--- src/rtl/audio_serializer_if.sv ---
// Sample-source / codec-pin bundle of the I2S transmit serializer.
// The master drives the run request and sample; the serializer (slave) drives the clocks and data.
interface audio_serializer_if;
    logic        enable;
    logic [15:0] sample;
    logic        bclk;
    logic        lrck;
    logic        lrck_last;
    logic        dacdat;
    logic        sample_strobe;
    logic        busy;

    modport master (
        output enable, sample,
        input  bclk, lrck, lrck_last, dacdat, sample_strobe, busy
    );

    modport slave (
        input  enable, sample,
        output bclk, lrck, lrck_last, dacdat, sample_strobe, busy
    );
endinterface

--- src/rtl/audio_serializer.sv ---
// I2S transmitter: derives bclk/lrck from the system clock and shifts out a 16-bit mono
// sample MSB first in both slots, with the one-bclk I2S data delay.
module audio_serializer #(
    parameter int BCLK_DIV  = 4,
    parameter int SLOT_BITS = 16
) (
    input  logic                clock,
    input  logic                reset,
    audio_serializer_if.slave   bus
);
    localparam int DW = (BCLK_DIV > 1) ? $clog2(BCLK_DIV) : 1;
    localparam int BW = $clog2(2 * SLOT_BITS);
    localparam logic [DW-1:0] DIV_LAST = DW'(BCLK_DIV - 1);
    localparam logic [BW-1:0] BIT_LAST = BW'(2 * SLOT_BITS - 1);
    localparam logic [BW-1:0] SLOT_LEN = BW'(SLOT_BITS);
    localparam logic [BW-1:0] DATA_END = BW'(16);

    typedef enum logic [1:0] {IDLE, RUN, STOP} state_t;

    state_t          state_q, state_d;
    logic [DW-1:0]   div_cnt_q, div_cnt_d;
    logic [BW-1:0]   bit_cnt_q, bit_cnt_d;
    logic            bclk_q, bclk_d;
    logic            lrck_q, lrck_d;
    logic            lrck_last_q, lrck_last_d;
    logic            dacdat_q, dacdat_d;
    logic            strobe_q, strobe_d;
    logic            busy_q, busy_d;
    logic [15:0]     shadow_q, shadow_d;
    logic            last_lsb_q, last_lsb_d;

    logic            fall;
    logic            frame_end;
    logic [BW-1:0]   bit_next;
    logic [BW-1:0]   pos;

    always_comb begin
        state_d     = state_q;
        div_cnt_d   = div_cnt_q;
        bit_cnt_d   = bit_cnt_q;
        bclk_d      = bclk_q;
        lrck_d      = lrck_q;
        lrck_last_d = lrck_q;
        dacdat_d    = dacdat_q;
        strobe_d    = 1'b0;
        shadow_d    = shadow_q;
        last_lsb_d  = last_lsb_q;

        fall      = (state_q != IDLE) && (div_cnt_q == DIV_LAST) && bclk_q;
        bit_next  = (bit_cnt_q == BIT_LAST) ? '0 : bit_cnt_q + BW'(1);
        frame_end = fall && (bit_cnt_q == BIT_LAST);
        pos       = (bit_next >= SLOT_LEN) ? bit_next - SLOT_LEN : bit_next;

        unique case (state_q)
            IDLE:    if (bus.enable) state_d = RUN;
            RUN:     if (!bus.enable) state_d = STOP;
            STOP: begin
                if (bus.enable) state_d = RUN;
                if (frame_end)  state_d = IDLE;
            end
            default: state_d = IDLE;
        endcase

        if (state_q != IDLE) begin
            div_cnt_d = (div_cnt_q == DIV_LAST) ? '0 : div_cnt_q + DW'(1);
            if (div_cnt_q == DIV_LAST) bclk_d = ~bclk_q;
        end

        if (fall) begin
            bit_cnt_d = bit_next;
            lrck_d    = (bit_next >= SLOT_LEN);
            if (bit_next == SLOT_LEN) last_lsb_d = shadow_q[0];
            if (frame_end && state_q == RUN) begin
                last_lsb_d = shadow_q[0];
                shadow_d   = bus.sample;
                strobe_d   = 1'b1;
            end
            // Slot position 0 carries the previous slot's LSB (I2S one-bclk delay).
            if (pos == '0)            dacdat_d = last_lsb_d;
            else if (pos <= DATA_END) dacdat_d = shadow_q[4'(5'd16 - 5'(pos))];
            else                      dacdat_d = 1'b0;
        end

        // Staying in or returning to IDLE overrides any falling-event update.
        if (state_d == IDLE) begin
            div_cnt_d  = '0;
            bit_cnt_d  = BIT_LAST;
            bclk_d     = 1'b0;
            lrck_d     = 1'b1;
            dacdat_d   = 1'b0;
            strobe_d   = 1'b0;
            shadow_d   = '0;
            last_lsb_d = 1'b0;
        end

        busy_d = (state_d != IDLE);
    end

    always_ff @(posedge clock) begin
        if (!reset) begin
            state_q     <= IDLE;
            div_cnt_q   <= '0;
            bit_cnt_q   <= BIT_LAST;
            bclk_q      <= 1'b0;
            lrck_q      <= 1'b1;
            lrck_last_q <= 1'b1;
            dacdat_q    <= 1'b0;
            strobe_q    <= 1'b0;
            busy_q      <= 1'b0;
            shadow_q    <= '0;
            last_lsb_q  <= 1'b0;
        end else begin
            state_q     <= state_d;
            div_cnt_q   <= div_cnt_d;
            bit_cnt_q   <= bit_cnt_d;
            bclk_q      <= bclk_d;
            lrck_q      <= lrck_d;
            lrck_last_q <= lrck_last_d;
            dacdat_q    <= dacdat_d;
            strobe_q    <= strobe_d;
            busy_q      <= busy_d;
            shadow_q    <= shadow_d;
            last_lsb_q  <= last_lsb_d;
        end
    end

    assign bus.bclk          = bclk_q;
    assign bus.lrck          = lrck_q;
    assign bus.lrck_last     = lrck_last_q;
    assign bus.dacdat        = dacdat_q;
    assign bus.sample_strobe = strobe_q;
    assign bus.busy          = busy_q;
endmodule

--- src/flat_wrapper.sv ---
// flat-port wrapper written by rule: the top's interface ports become plain ports
module audio_serializer_flat 
#(
    parameter int BCLK_DIV  = 4,
    parameter int SLOT_BITS = 16
)
  (clock, reset, bus_enable, bus_sample, bus_bclk, bus_lrck, bus_lrck_last, bus_dacdat, bus_sample_strobe, bus_busy);
  audio_serializer_if bus_i ();
  input  logic clock;
  input  logic reset;
  input wire logic [$bits(bus_i.enable)-1:0] bus_enable;
  input wire logic [$bits(bus_i.sample)-1:0] bus_sample;
  output wire logic [$bits(bus_i.bclk)-1:0] bus_bclk;
  output wire logic [$bits(bus_i.lrck)-1:0] bus_lrck;
  output wire logic [$bits(bus_i.lrck_last)-1:0] bus_lrck_last;
  output wire logic [$bits(bus_i.dacdat)-1:0] bus_dacdat;
  output wire logic [$bits(bus_i.sample_strobe)-1:0] bus_sample_strobe;
  output wire logic [$bits(bus_i.busy)-1:0] bus_busy;
  assign bus_i.enable = bus_enable;
  assign bus_i.sample = bus_sample;
  assign bus_bclk = bus_i.bclk;
  assign bus_lrck = bus_i.lrck;
  assign bus_lrck_last = bus_i.lrck_last;
  assign bus_dacdat = bus_i.dacdat;
  assign bus_sample_strobe = bus_i.sample_strobe;
  assign bus_busy = bus_i.busy;
  audio_serializer #(.BCLK_DIV(BCLK_DIV), .SLOT_BITS(SLOT_BITS)) u_core (.clock(clock), .reset(reset), .bus(bus_i));
endmodule
--- config.mk ---
export PLATFORM = sky130hd
export DESIGN_NAME = audio_serializer_flat
export DESIGN_NICKNAME = d
export VERILOG_FILES = /design/src/rtl/audio_serializer_if.sv /design/src/rtl/audio_serializer.sv /design/src/flat_wrapper.sv
export SDC_FILE = /design/constraint.sdc
export NUM_CORES = 1
export LEC_CHECK = 0
export BUFFER_PORTS_ARGS = -buffer_cell sky130_fd_sc_hd__buf_2
export CORE_UTILIZATION = 54
export CTS_CLUSTER_DIAMETER = 60
export DETAILED_ROUTE_END_ITERATION = 10
export PLACE_DENSITY = 0.88
export SLEW_MARGIN = 10
export SYNTH_ARGS = -nofsm -noshare
export SYNTH_HDL_FRONTEND = slang
export SYNTH_SLANG_ARGS = --single-unit
--- constraint.sdc ---
create_clock -name clock -period 3.55 [get_ports clock]
set_input_delay 0.355 -clock clock [delete_from_list [all_inputs] [get_ports clock]]
set_output_delay 0.355 -clock clock [all_outputs]
set_load 0.03 [all_outputs]
## Word level (Yosys, flattened, before mapping)

Cells that the tools add are included.

- Input port bits: 19
- Word-level logic and storage cells: 53
- Output and inout port bits: 6
- Register bits after elaboration: 32

- Eq/ne operators: 5
- Multiplexer cells: 14
- $add $sub $neg: 4
- Reduce and logical (&&, ||, !) cells: 13
- $lt $le $gt $ge: 3
- Bitwise logic cells: 3

Operator list:

| kind | number |
|---|---|
| 5-bit equality test, second input constant | 2 |
| 5-bit 2-to-1 mux | 2 |
| 2-bit 2-to-1 mux | 4 |
| 1-bit 2-to-1 mux | 6 |
| 2-bit case mux with 3 select lines | 1 |
| 5-bit by 1-bit adder with 5-bit output, second input constant | 1 |
| 5-bit greater-or-equal comparator, second input constant | 1 |
| 5-bit less-or-equal comparator, second input constant | 1 |
| 5-bit logical NOT | 1 |
| 4-bit by 5-bit < comparator with 1-bit output, second input constant | 1 |
| 5-bit subtractor, second input constant | 1 |
| 1-bit binary-select mux with 4-bit select | 1 |
| 2-bit equality test, second input constant | 2 |
| 1-bit logical AND | 4 |
| 2-bit logical NOT | 2 |
| 2-bit AND reduction | 2 |
| 2-bit nonzero test | 2 |
| 1-bit by 4-bit subtractor with 4-bit output, first input constant | 1 |
| 1-bit inverter | 3 |
| 3-bit OR reduction | 1 |
| 2-bit by 1-bit adder with 2-bit output, second input constant | 1 |
| 2-bit by 1-bit equality test with 1-bit output, second input constant | 1 |
| 2-bit OR reduction | 1 |

## Longest topological paths before layout

- Depth after elaboration: 9
- Gate-level depth with buffers: 11
- Depth with buffers taken out: 10

## Worst setup path after synthesis

OpenSTA, ideal clock, no wires.

- Path kind: reg2reg
- From: register u_core.bit_cnt_q[0]
- To: register u_core.dacdat_q (netlist: u_core.bus.dacdat)
- Data arrival time: 2.447 ns
- Setup slack: 0.979 ns
- Period minus slack after synthesis: 2.571 ns
- Library setup time: 0.124 ns
- Cell stages (with the launch flop): 12
- Cell sequence: dfxtp_1 ha_1 and3_2 ha_1 buf_2 nor2_2 inv_1 ha_1 mux4_2 mux2i_1 mux2_2 o211ai_2

- Longest elaborated chain between the ends: 9
- Elaborated cells on any way between the ends: 22
- Classes of those cells: add/sub: 3; order compare: 2; eq/ne: 2; mux: 10; reduce/logical: 5

RTL lines:

| what | line | source |
|---|---|---|
| start: declaration | audio_serializer.sv:22 | `logic [BW-1:0] bit_cnt_q, bit_cnt_d;` |
| start signal: assignment | audio_serializer.sv:115 | `bit_cnt_q <= bit_cnt_d;` |
| 5-bit by 1-bit adder with 5-bit output / 5-bit equality test (equally long branches) | audio_serializer.sv:50, audio_serializer.sv:51 |  |
| 5-bit 2-to-1 mux | audio_serializer.sv:50 | `bit_next = (bit_cnt_q == BIT_LAST) ? '0 : bit_cnt_q + BW'(1);` |
| 5-bit subtractor / 5-bit greater-or-equal comparator (equally long branches) | audio_serializer.sv:52 | `pos = (bit_next >= SLOT_LEN) ? bit_next - SLOT_LEN : bit_next;` |
| 5-bit 2-to-1 mux | audio_serializer.sv:52 |  |
| 1-bit by 4-bit subtractor with 4-bit output | audio_serializer.sv:80 | `else if (pos <= DATA_END) dacdat_d = shadow_q[4'(5'd16 - 5'(pos))];` |
| 1-bit binary-select mux with 4-bit select | audio_serializer.sv:80 |  |
| 1-bit 2-to-1 mux (not written as such) | audio_serializer.sv:80 |  |
| 1-bit 2-to-1 mux | audio_serializer.sv:80 |  |
| 1-bit 2-to-1 mux | audio_serializer.sv:79 | `if (pos == '0) dacdat_d = last_lsb_d;` |
| end signal: assignment | audio_serializer.sv:119 | `dacdat_q <= dacdat_d;` |
| end: declaration | audio_serializer.sv:26 | `logic dacdat_q, dacdat_d;` |

Several ways; a longest one is shown, not always the timed one. The select of a mux whose other input is x is not followed.
A chain may end at the register's enable or synchronous reset.

## Final worst setup path

Same ends and word-level chain as after synthesis.

==> key figures <==
Floorplan
  – Initial cell density of the core: 58.0%
  – Row Count: 18
  – Die Y: 54.1 um
  – Ports: 25
  – Die width: 54.1 um
  – Die footprint: 0.00292 mm^2
  – Core region area: 0.00252 mm^2

Detailed routing
  – DR WL/cell: 13.1 um
  – Detailed-route DRC error count: 0
  – Final ANT Viol Nets: 0
  – DRT Wirelength: 2930 um
  – Drt pass-1 iters: 4
  – Initial DRC Count: 29
  – Drt via density: 5.58
  – Via count: 1251

Worst setup path
  – Crit path arrival time: 3.06 ns
  – CP Data Required Time: 3.77 ns
  – Critical path's most frequent cell: ha_1
  – CP Cell Sequence: ha_1, and3_2, ha_1, nor2_2, inv_1, ha_1, mux4_2, mux2i_1, mux2_2, o211ai_2
  – CP startpoint kind: flop
  – Slowest-stage cell, CP: ha_1
  – WS Path Type: flop to flop
  – Setup crit end kind: flop
  – Crit-path max FO: 11
  – Max incr delay on CP: 0.38 ns

Timing
  – Max Fclk: 353 MHz
  – Setup WS post-layout: 0.714 ns
  – Min cycle time layout: 2.84 ns
  – RSZ-0062 raised after global routing: no
  – TNS Setup: 0 ns
  – Skew final: 0.00354 ns
  – Least-Margin Pin Slew: 0.540 ns
  – Final setup vio count: 0
  – Final hold vios: 0
  – Slew Limit Fails: 0
  – Final period util: 79.9%
  – Slew HR: 64.0%

CTS
  – Post-CTS sizing: 0
  – Clk root buf: clkbuf_4
  – CTS tree: built
  – Clock-pin slew on the worst setup and hold paths: 0.10 ns
  – Setup bufs post-CTS: 0
  – Clk_lat worst skew: 0.33 ns
  – Clock sink total: 32
  – Max Buffers Root-to-Sink: 2
  – H-tree levels: 2
  – CTS Buf Count: 5
  – Hold Buf Count CTS: 0

Synthesis
  – Main combinational cell family by area after synthesis: simple AND/OR/NAND/NOR gates
  – Count of flip-flops with a built-in enable after synthesis: 0
  – Synth Area in Adders: 3.42%
  – Simple-Gate Fraction of Synth Area: 21.3%
  – Synth top cells by count: nand2_1 (43), dfxtp_1 (32), a21oi_1 (21)
  – Synthesized area per cell: 8.71 um^2
  – Distinct cells, synth: 35
  – Post-synthesis mux area share: 10.4%
  – Register area share after synthesis: 43.8%
  – Synth Area in XOR/XNOR: 2.39%
  – Post-synth top flop: dfxtp_1
  – Synth area leaders: dfxtp_1 (44%), nand2_1 (11%), a21oi_1 (7.2%)
  – Mapped Area: 0.00146 mm^2
  – Area share of the largest cell type after synthesis: 43.8%
  – Synthesized netlist net count: 191
  – Cell count after synthesis: 168
  – Seq cells post-synth: 32
  – Warnings, synthesis: 0
  – Synth Area in Compound Gates: 15.8%
  – Asr flop ratio synth: 0%
  – Count leader, synth: nand2_1
  – Top cell type by total area after synthesis: dfxtp_1

Placed design
  – Place WS: 0.703 ns
  – Routability cong.: 0.854
  – # port buffers: 24
  – HPWL after DPL: 2190 um

Finish
  – Final net count: 216
  – Finished Core Util: 66.5%
  – N_diodes: 0
  – Ratio of cells with drive above 1 in the final layout: 24.2%
  – Synthesis-to-finish area growth: 14.6%

Global routing
  – Vias in the first global route: 1170
  – Largest net degree at the start of global routing: 24
  – First-pass GRT wire length: 5080 um
  – GRT Total Usage: 25.1%
  – Initial antenna violation count: 0
  – Grt ovf: 0

Job
  – # Max-Cap Violations: 0

Pwr
  – VDD IR-drop max: 353 uV
  – Pwr dens: 395 mW/mm^2
  – Lkg Pwr: 0.651 nW

Status
  – Status: finished, final reports clean

Min path
  – Hold crit path type: primary input to flop
## power breakdown
part	switching [mW]	internal [mW]
sequential	0.00247	0.361
clock	0.122	0.148
combinational	0.0173	0.0123
## cell families after synthesis
group / after synthesis
AO/OA/AOI/OAI: 38
XOR/XNOR: 4
adder cells (fa/ha/maj): 4
buffers and inverters: 11
flip-flops: 32
multiplexers: 10
AND/OR/NAND/NOR: 69
## through the flow
| stage | std cells | hold WS [ns] | power [mW] | cell area [um^2] |
|---|---|---|---|---|
| final | 224 | 0.238 | 0.663 | 1680 |
| after global routing | 224 | 0.219 | 0.694 | 1680 |
| after CTS | 224 | 0.224 | 0.669 | 1680 |
| after detailed placement | 216 | 0.451 | 0.402 | 1600 |
| after global placement | 216 | 0.438 | 0.400 | 1600 |
| after floorplan | 168 | 0.426 | 0.387 | 1460 |
## worst max-delay path, delay by kind of cell (launching register included)
family                     cells  cell delay [ns]
adders and majority gates      3             0.96
muxes                          3             0.65
and+or+nand+nor                2             0.55
DFF                            1             0.37
buffers and inverters          1             0.11
AOI/OAI and AO/OA              1             0.08
## cell usage in the layout, fill, tap and decap left out, drive strengths merged, types with 2 or more instances in the layout
cell and instances:
nand2b 4, buf 25, a21oi 21, inv 3, xnor2 3, nor3 2, nor2 10, clkinv 2
and3 3, mux4 4, nand2 43, mux2i 4, mux2 2, nand3 2, o211ai 4, o21ai 6
dfxtp 32, clkbuf 6, ha 4, o21bai 2
## layer usage
layer	up-vias	global-route usage, %	part of all wire, %
met5	-	0	0
met4	0	8.97	1.2
li1	631	-	-
met1	587	29.3	45
met3	4	8.47	4.1
met2	29	42.4	50
## registers in the layout (all words and copies together) (netlist names)
signal                    count
u_core.bus.busy               1
u_core.bus.sample_strobe      1
u_core.shadow_q              16
u_core.bus.lrck_last          1
u_core.bit_cnt_q              5
u_core.bus.dacdat             1
u_core.div_cnt_q              2
u_core.last_lsb_q             1
u_core.state_q                2
u_core.bus.lrck               1
u_core.bus.bclk               1
## cell type report
class,instances,area [um^2]
Sequential cell,32,641
Fill cell,220,845
Timing Repair Buffer,25,128
Multi-Input combinational cell,125,781
Clock inverter,2,35.0
Tap cell,30,37.5
Clock buffer,6,41.3
Inverter,4,15.0
## path summary, 6_finish.rpt
kind	startpoint	to	slack, ns	cells past startpoint
setup reg to reg	u_core.bit_cnt_q[0]$_SDFFE_PP1N_	u_core.bus.dacdat$_SDFFE_PP0N_	0.71	10
setup / recovery	u_core.bit_cnt_q[0]$_SDFFE_PP1N_	u_core.bus.dacdat$_SDFFE_PP0N_	0.71	10
hold reg to reg	u_core.bus.lrck$_SDFFE_PP1N_	u_core.bus.lrck$_SDFFE_PP1N_	0.46	2
hold / removal	reset	u_core.bus.lrck_last$_SDFF_PN1_	0.24	2
No activity file was read; power rests on OpenSTA's default activity.
